**config.mk**
```make
export PLATFORM = sky130hd
export DESIGN_NAME = serial_subtractor
export DESIGN_NICKNAME = d
export VERILOG_FILES = /design/src/rtl/serial_arith_pkg.sv /design/src/rtl/full_sub_cell.sv /design/src/rtl/serial_subtractor.sv
export SDC_FILE = /design/constraint.sdc
export NUM_CORES = 1
export LEC_CHECK = 0
export BUFFER_PORTS_ARGS = -buffer_cell sky130_fd_sc_hd__buf_4
export CAP_MARGIN = 20
export CORE_UTILIZATION = 56
export DETAILED_ROUTE_END_ITERATION = 16
export PLACE_DENSITY = 0.8
export SETUP_SLACK_MARGIN = 0.05
export SYNTH_ARGS = -nofsm -noshare
export SYNTH_HDL_FRONTEND = slang
export SYNTH_SLANG_ARGS = --single-unit
```
**constraint.sdc**
```tcl
create_clock -name clk -period 1.9 [get_ports clk]
set_input_delay 0.38 -clock clk [delete_from_list [all_inputs] [get_ports clk]]
set_output_delay 0.38 -clock clk [all_outputs]
set_load 0.005 [all_outputs]
```
**src/rtl/serial_arith_pkg.sv**
```systemverilog
// Shared definitions for the bit-serial arithmetic blocks (subtractor now,
// adder/comparator later): FSM state encoding, default width, bit-cell helpers.
package serial_arith_pkg;

  typedef enum logic [1:0] {
    IDLE  = 2'd0,
    SHIFT = 2'd1,
    DONE  = 2'd2
  } state_t;

  localparam int SERIAL_N = 16;

  // One-bit difference of x - y - bin.
  function automatic logic sub_diff(input logic x, input logic y, input logic bin);
    return x ^ y ^ bin;
  endfunction

  // Borrow out of x - y - bin: a borrow occurs when y beats x outright, or on a tie with a pending borrow.
  function automatic logic sub_borrow(input logic x, input logic y, input logic bin);
    return (~x & y) | (~(x ^ y) & bin);
  endfunction

endpackage

```
**src/rtl/full_sub_cell.sv**
```systemverilog
// Combinational one-bit full subtractor; the single arithmetic cell that the
// serial subtractor reuses on every clock.
module full_sub_cell
  import serial_arith_pkg::*;
(
  input  logic x,
  input  logic y,
  input  logic bin,
  output logic d,
  output logic bout
);

  assign d    = sub_diff(x, y, bin);
  assign bout = sub_borrow(x, y, bin);

endmodule

```
**src/rtl/serial_subtractor.sv**
```systemverilog
// Bit-serial N-bit subtractor: diff = a - b - bin, one bit per clock, LSB first,
// valid/ready on both sides. Optional signed overflow output under SERIAL_SUB_OVF_EN.
module serial_subtractor
  import serial_arith_pkg::*;
#(
  parameter int N = SERIAL_N
) (
  input  logic         clk,
  input  logic         rst_n,
  input  logic         in_valid,
  output logic         in_ready,
  input  logic [N-1:0] a,
  input  logic [N-1:0] b,
  input  logic         bin,
  output logic         out_valid,
  input  logic         out_ready,
  output logic [N-1:0] diff,
  output logic         bout
`ifdef SERIAL_SUB_OVF_EN
  ,
  output logic         ovf
`endif
);

  localparam int CW = $clog2(N);
  localparam logic [CW-1:0] CNT_LAST = CW'(N - 1);

  state_t        state_r;
  logic [N-1:0]  a_sr_r;
  logic [N-1:0]  b_sr_r;
  logic [N-2:0]  diff_sr_r;
  logic          br_r;
  logic [CW-1:0] cnt_r;
  logic          d_s;
  logic          br_next_s;
  logic [N-1:0]  diff_next_s;

`ifdef SERIAL_SUB_OVF_EN
  logic          a_msb_r;
  logic          b_msb_r;
`endif

  full_sub_cell u_cell (
    .x    (a_sr_r[0]),
    .y    (b_sr_r[0]),
    .bin  (br_r),
    .d    (d_s),
    .bout (br_next_s)
  );

  // Only N-1 bits are kept between edges; the final bit goes straight into diff.
  assign diff_next_s = {d_s, diff_sr_r};

  // Control FSM, datapath shift registers and registered outputs.
  always_ff @(posedge clk or negedge rst_n) begin
    if (!rst_n) begin
      state_r   <= IDLE;
      a_sr_r    <= {N{1'b0}};
      b_sr_r    <= {N{1'b0}};
      diff_sr_r <= {(N-1){1'b0}};
      br_r      <= 1'b0;
      cnt_r     <= {CW{1'b0}};
      in_ready  <= 1'b1;
      out_valid <= 1'b0;
      diff      <= {N{1'b0}};
      bout      <= 1'b0;
`ifdef SERIAL_SUB_OVF_EN
      a_msb_r   <= 1'b0;
      b_msb_r   <= 1'b0;
      ovf       <= 1'b0;
`endif
    end else begin
      case (state_r)
        IDLE: begin
          if (in_valid) begin
            a_sr_r    <= a;
            b_sr_r    <= b;
            br_r      <= bin;
            cnt_r     <= {CW{1'b0}};
            in_ready  <= 1'b0;
            state_r   <= SHIFT;
`ifdef SERIAL_SUB_OVF_EN
            a_msb_r   <= a[N-1];
            b_msb_r   <= b[N-1];
`endif
          end else begin
            in_ready  <= 1'b1;
          end
        end
        SHIFT: begin
          a_sr_r    <= {1'b0, a_sr_r[N-1:1]};
          b_sr_r    <= {1'b0, b_sr_r[N-1:1]};
          diff_sr_r <= diff_next_s[N-1:1];
          br_r      <= br_next_s;
          if (cnt_r == CNT_LAST) begin
            diff      <= diff_next_s;
            bout      <= br_next_s;
            out_valid <= 1'b1;
            state_r   <= DONE;
`ifdef SERIAL_SUB_OVF_EN
            ovf       <= (a_msb_r != b_msb_r) && (d_s != a_msb_r);
`endif
          end else begin
            cnt_r     <= cnt_r + {{(CW-1){1'b0}}, 1'b1};
          end
        end
        DONE: begin
          if (out_ready) begin
            out_valid <= 1'b0;
            in_ready  <= 1'b1;
            state_r   <= IDLE;
          end else begin
            out_valid <= 1'b1;
          end
        end
        default: begin
          state_r   <= IDLE;
          in_ready  <= 1'b1;
          out_valid <= 1'b0;
        end
      endcase
    end
  end

endmodule

```
After elaboration in Yosys (flattened, before gate mapping). Index checks and enable logic that the tools add are counted.

Equality and inequality tests: 7. Bitwise gates (word level): 9. Add/subtract/negate cells: 1. Reductions and logical operators: 8. Mux-type cells: 19.

Operators with widths (number): 16-bit one-hot mux with 2 select lines (2); 16-bit two-way mux (2); 4-bit two-way mux (2); 2-bit inequality test (second input constant) (4); 4-bit one-hot mux with 2 select lines (1); 2-bit AND reduction (4); 2-bit two-way mux (3); 1-bit one-hot mux with 3 select lines (2); 2-bit one-hot mux with 3 select lines (1); 3-bit AND reduction (2); 1-bit two-way mux (5); 4-bit by 1-bit adder with 4-bit output (second input constant) (1); 4-bit equality test (second input constant) (1); 1-bit NOT (4); 1-bit AND (2); 2-bit by 1-bit equality test with 1-bit output (second input constant) (1); 2-bit equality test (second input constant) (1); 2-bit zero test (1); 1-bit one-hot mux with 2 select lines (1); 2-bit nonzero test (1); 1-bit bitwise XOR (2); 1-bit OR (1).

Logic and storage cells: 54. Input port bits: 37. Bits in registers: 73. Output and inout port bits: 19.

Logic depth before layout (Yosys ltp).
Depth in word-level cells: 5. Gate-level depth with buffers: 8. Depth with buffers taken out: 5.

Modules after synthesis. A second synthesis with hierarchy kept.

Cells, all modules: 300. Area, all modules: 3283.1 um2.

By module, submodules not included: serial_subtractor (times used 1, area an instance 3251.9 um2, sequential area each 1828.0 um2, cells an instance 296); full_sub_cell (times used 1, area an instance 31.3 um2, sequential area each 0.0 um2, cells an instance 4).

Worst setup path after synthesis. Ideal clock, no wire load.

Path kind: register to register. From: register state_r[0]. To: register state_r[0]. Path slack: 0.341 ns. Clock period less this slack: 1.559 ns. Path buffers: 1. Setup time: 0.128 ns. Required time: 1.772 ns. Cell stages (with the launch flop): 7. Data arrival time: 1.431 ns. Path through: dfrtp_1 > inv_1 > ha_1 > buf_6 > nor2b_1 > a211oi_2 > mux2_1.

Cells in the longest elaborated chain, start to end: 3. Elaborated cells on any way between the ends: 8. Classes of those cells: eq/ne (5); mux (1); reduce/logical (2).

RTL lines: start, declared (line serial_subtractor.sv:28) `state_t state_r;`; start signal, assigned (line serial_subtractor.sv:57) `state_r <= IDLE;`; start signal, assigned (line serial_subtractor.sv:81) `state_r <= SHIFT;`; start signal, assigned (line serial_subtractor.sv:99) `state_r <= DONE;`; 2-bit by 1-bit equality test with 1-bit output (tied with other cells) (line serial_subtractor.sv:73) `case (state_r)`; 2-bit inequality test (no source line); 3-bit AND reduction (no source line).

Several ways; a longest one is shown, not always the timed one. A chain may end at the register's enable or synchronous reset.

Worst setup path after layout. Ends and elaborated chain as after synthesis.

==> impl_metrics.tcl <==
set metrics [dict create \
    yosys.cell_types.count 31 \
    leakagePower_uw 0.00200 \
    grt_pass1_wl_mm 10.5 \
    dieHeight_um 78.5 \
    grt_overflow 0 \
    clock-skew-final_ns 0.00941 \
    ioPinCount 56 \
    drv_slew 0 \
    maxCapViolations 0 \
    core_um2 5570 \
    cp_data_arrival_time_ns 2.01 \
    grtUsageMet1 0.275 \
    die-area_um2 6170 \
    synth.most_common_cell "nand2_1" \
    setup_viol 0 \
    die_w_um 78.5 \
    crit_type "flip-flop to flip-flop" \
    cts.sinks 73 \
    power.density_nw_per_um2 1490 \
    syn_inst 299 \
    max_slew_margin 0.791 \
    start_util 0.589 \
    hold_viol_final 0 \
    nets 405 \
    fin_ws_ns 0.101 \
    cts_buffers 9 \
    fmax_ghz 0.556 \
    vias_per_cell 5.09 \
    ys_ff_latch 73 \
    total_power_uw 6060 \
    io_buffer_count 55 \
    synth_edf_count 0 \
    path_max_fanout 6 \
    rsz0062_at_grt "true" \
    drt_iter0_drc 95 \
    grt_usage 0.221 \
    gp_congestion 0.715 \
    worst_ep_required_time_ns 2.11 \
    grt_pass1_vias 2347 \
    fin_util 0.728 \
    ant_nets 0 \
    synthesis.area_um2 3280 \
    firstDrtPassIters 4 \
    yosysWarningCount 0 \
    end_kind "flip-flop" \
    timing.hold.ws_ns 0.326 \
    grtUsageMet3 0.0430 \
    startpoint_type "flip-flop" \
    period_minus_slack_ns 1.80 \
    ys_seq_area_frac 0.557 \
    drive_gt1_frac 0.286 \
    crit_path_cell_trace "inv_1 -> ha_1 -> nor2b_1 -> a211oi_2 -> mux2_1" \
    outcome "completed" \
    synth_area_leaders "dfrtp_1 (55%), mux2i_1 (9.8%), nand2_1 (9.5%)" \
    syn_to_final_growth_pct 23.8 \
    clk_latency_ns 0.34 \
    cts-root-buf "clkbuf_8" \
    hp-class "primary input to flip-flop" \
    synth.avg_cell_area_um2 11.0 \
    grt_max_degree 34 \
    path_clk_slew_ns 0.07 \
    drcViolationCount 0 \
    synth-async-reset-ratio 1.00 \
    cp_num_buf_inv 1 \
    critical_path.top_delay_family "flip-flops" \
    drt-total-wl_mm 5.95 \
    ir_worst_vdd_uv 803 \
    routedWlPerCell_um 13.6 \
    syn_nets 342 \
    worstMarginPinSlew_ns 0.314 \
    grtUsageMet2 0.373 \
    num_vias 2233 \
    place_ws_ns 0.0691 \
    ys.flop_type "dfrtp_1" \
    setup_tns_ns 0 \
    rows 27 \
    nFillCells 409 \
    hpwlAfterDp_mm 4.11 \
    cpPeakStageDelay_ns 0.42 \
    synth_common_cells "nand2_1 (83), dfrtp_1 (72), o21ai_0 (38)" \
    clockBufferDepth 2 \
    antenna_cells 0 \
    cts_tree "built" \
    global_route.peak_usage_layer "met2" \
    fin_crit_sh 0.947 \
    antenna_found_initial 0 \
    netlist.area_leader.share 0.549 \
    htreeDepth 3 \
    slowest_stage "dfrtp_1" \
    yosys.area.top_type "dfrtp_1" \
]
==> routing by layer <==
layer / share of wire / vias up
met5: 0 / -
met4: 0.016 / 0
met3: 0.039 / 9
met2: 0.48 / 44
met1: 0.47 / 1050
li1: - / 1130
==> metrics by stage <==
| stage | instance area (um2) | cells |
|---|---|---|
| 2_1_floorplan | 3280 | 299 |
| 3_3_place_gp | 3790 | 420 |
| 3_5_place_dp | 3790 | 420 |
| 4_1_cts | 4010 | 437 |
| 5_1_grt | 4060 | 439 |
| 6_report | 4060 | 439 |
==> cells in the final DEF (no fill, tap or decap), types with 5 or more instances in the layout <==
cell,Yosys,routed
buf_12,0,6
nand2b_1,5,5
nand2_1,83,83
mux2i_1,32,32
dfrtp_1,72,72
buf_4,5,62
inv_1,7,7
mux2_2,16,16
o21ai_0,38,38
clkbuf_8,0,9
==> registers in the layout, indices dropped and copies added, names as in the netlist <==
register	cells
diff	16
bout	1
out_valid	1
cnt_r	4
diff_sr_r	15
b_sr_r	16
state_r	2
in_ready	1
a_sr_r	16
br_r	1
==> worst register-to-register path, cell delays in order (launching register included) <==
cell      delay [ns]
dfrtp_1         0.42
inv_1           0.11
ha_1            0.31
nor2b_1         0.21
a211oi_2        0.27
mux2_1          0.36
==> where the power goes <==
| part | leakage (uW) | total, uW | switching [uW] | internal, uW |
|---|---|---|---|---|
| Clock | 0.000106 | 1300 | 566 | 733 |
| Combinational | 0.000961 | 2300 | 1110 | 1190 |
| Sequential | 0.000937 | 2460 | 343 | 2120 |
| Total | 0.00200 | 6060 | 2020 | 4050 |
==> kinds of logic (layout without fill, tap and decap cells) <==
family	after synthesis	in the layout	share of synthesized area
and+or+nand+nor	99	99	0.127
AOI/OAI and AO/OA	47	47	0.0801
buffers and inverters	24	92	0.0500
adders and majority gates	6	6	0.0252
muxes	50	50	0.160
DFF	73	73	0.557
==> layout make-up <==
type                    count  area (um2)  area share
repair buffers             69         596       0.147
inverters                   7        26.3     0.00647
multi-input cells         202        1310       0.323
clock buffers              10         128      0.0314
flip-flops and latches     73        1830       0.450
well taps                  72        90.1      0.0222
clock inverters             6        82.6      0.0203
==> worst paths after layout <==
path                         startpoint         end  slack (ns)  cells after the start
hold / removal                     b[4]   b_sr_r[4]        0.33                      3
hold reg to reg            diff_sr_r[0]     diff[0]        0.47                      2
setup / recovery             state_r[0]  state_r[0]        0.10                      5
setup reg to reg             state_r[0]  state_r[0]        0.10                      5
max in group asynchronous         rst_n    in_ready        0.81                      3
min in group asynchronous         rst_n     diff[8]        0.46                      2
==> repair_timing <==
| item | 4_1_cts | 5_1_grt |
|---|---|---|
| setup buffers | 0 | 2 |
| hold buffers | 1 | 0 |
| setup endpoints to repair | 0 | 32 |
| hold endpoints to repair | 16 | 0 |
| resized for setup | 0 | 1 |
Note: power is estimated with default switching activity, not from simulation.
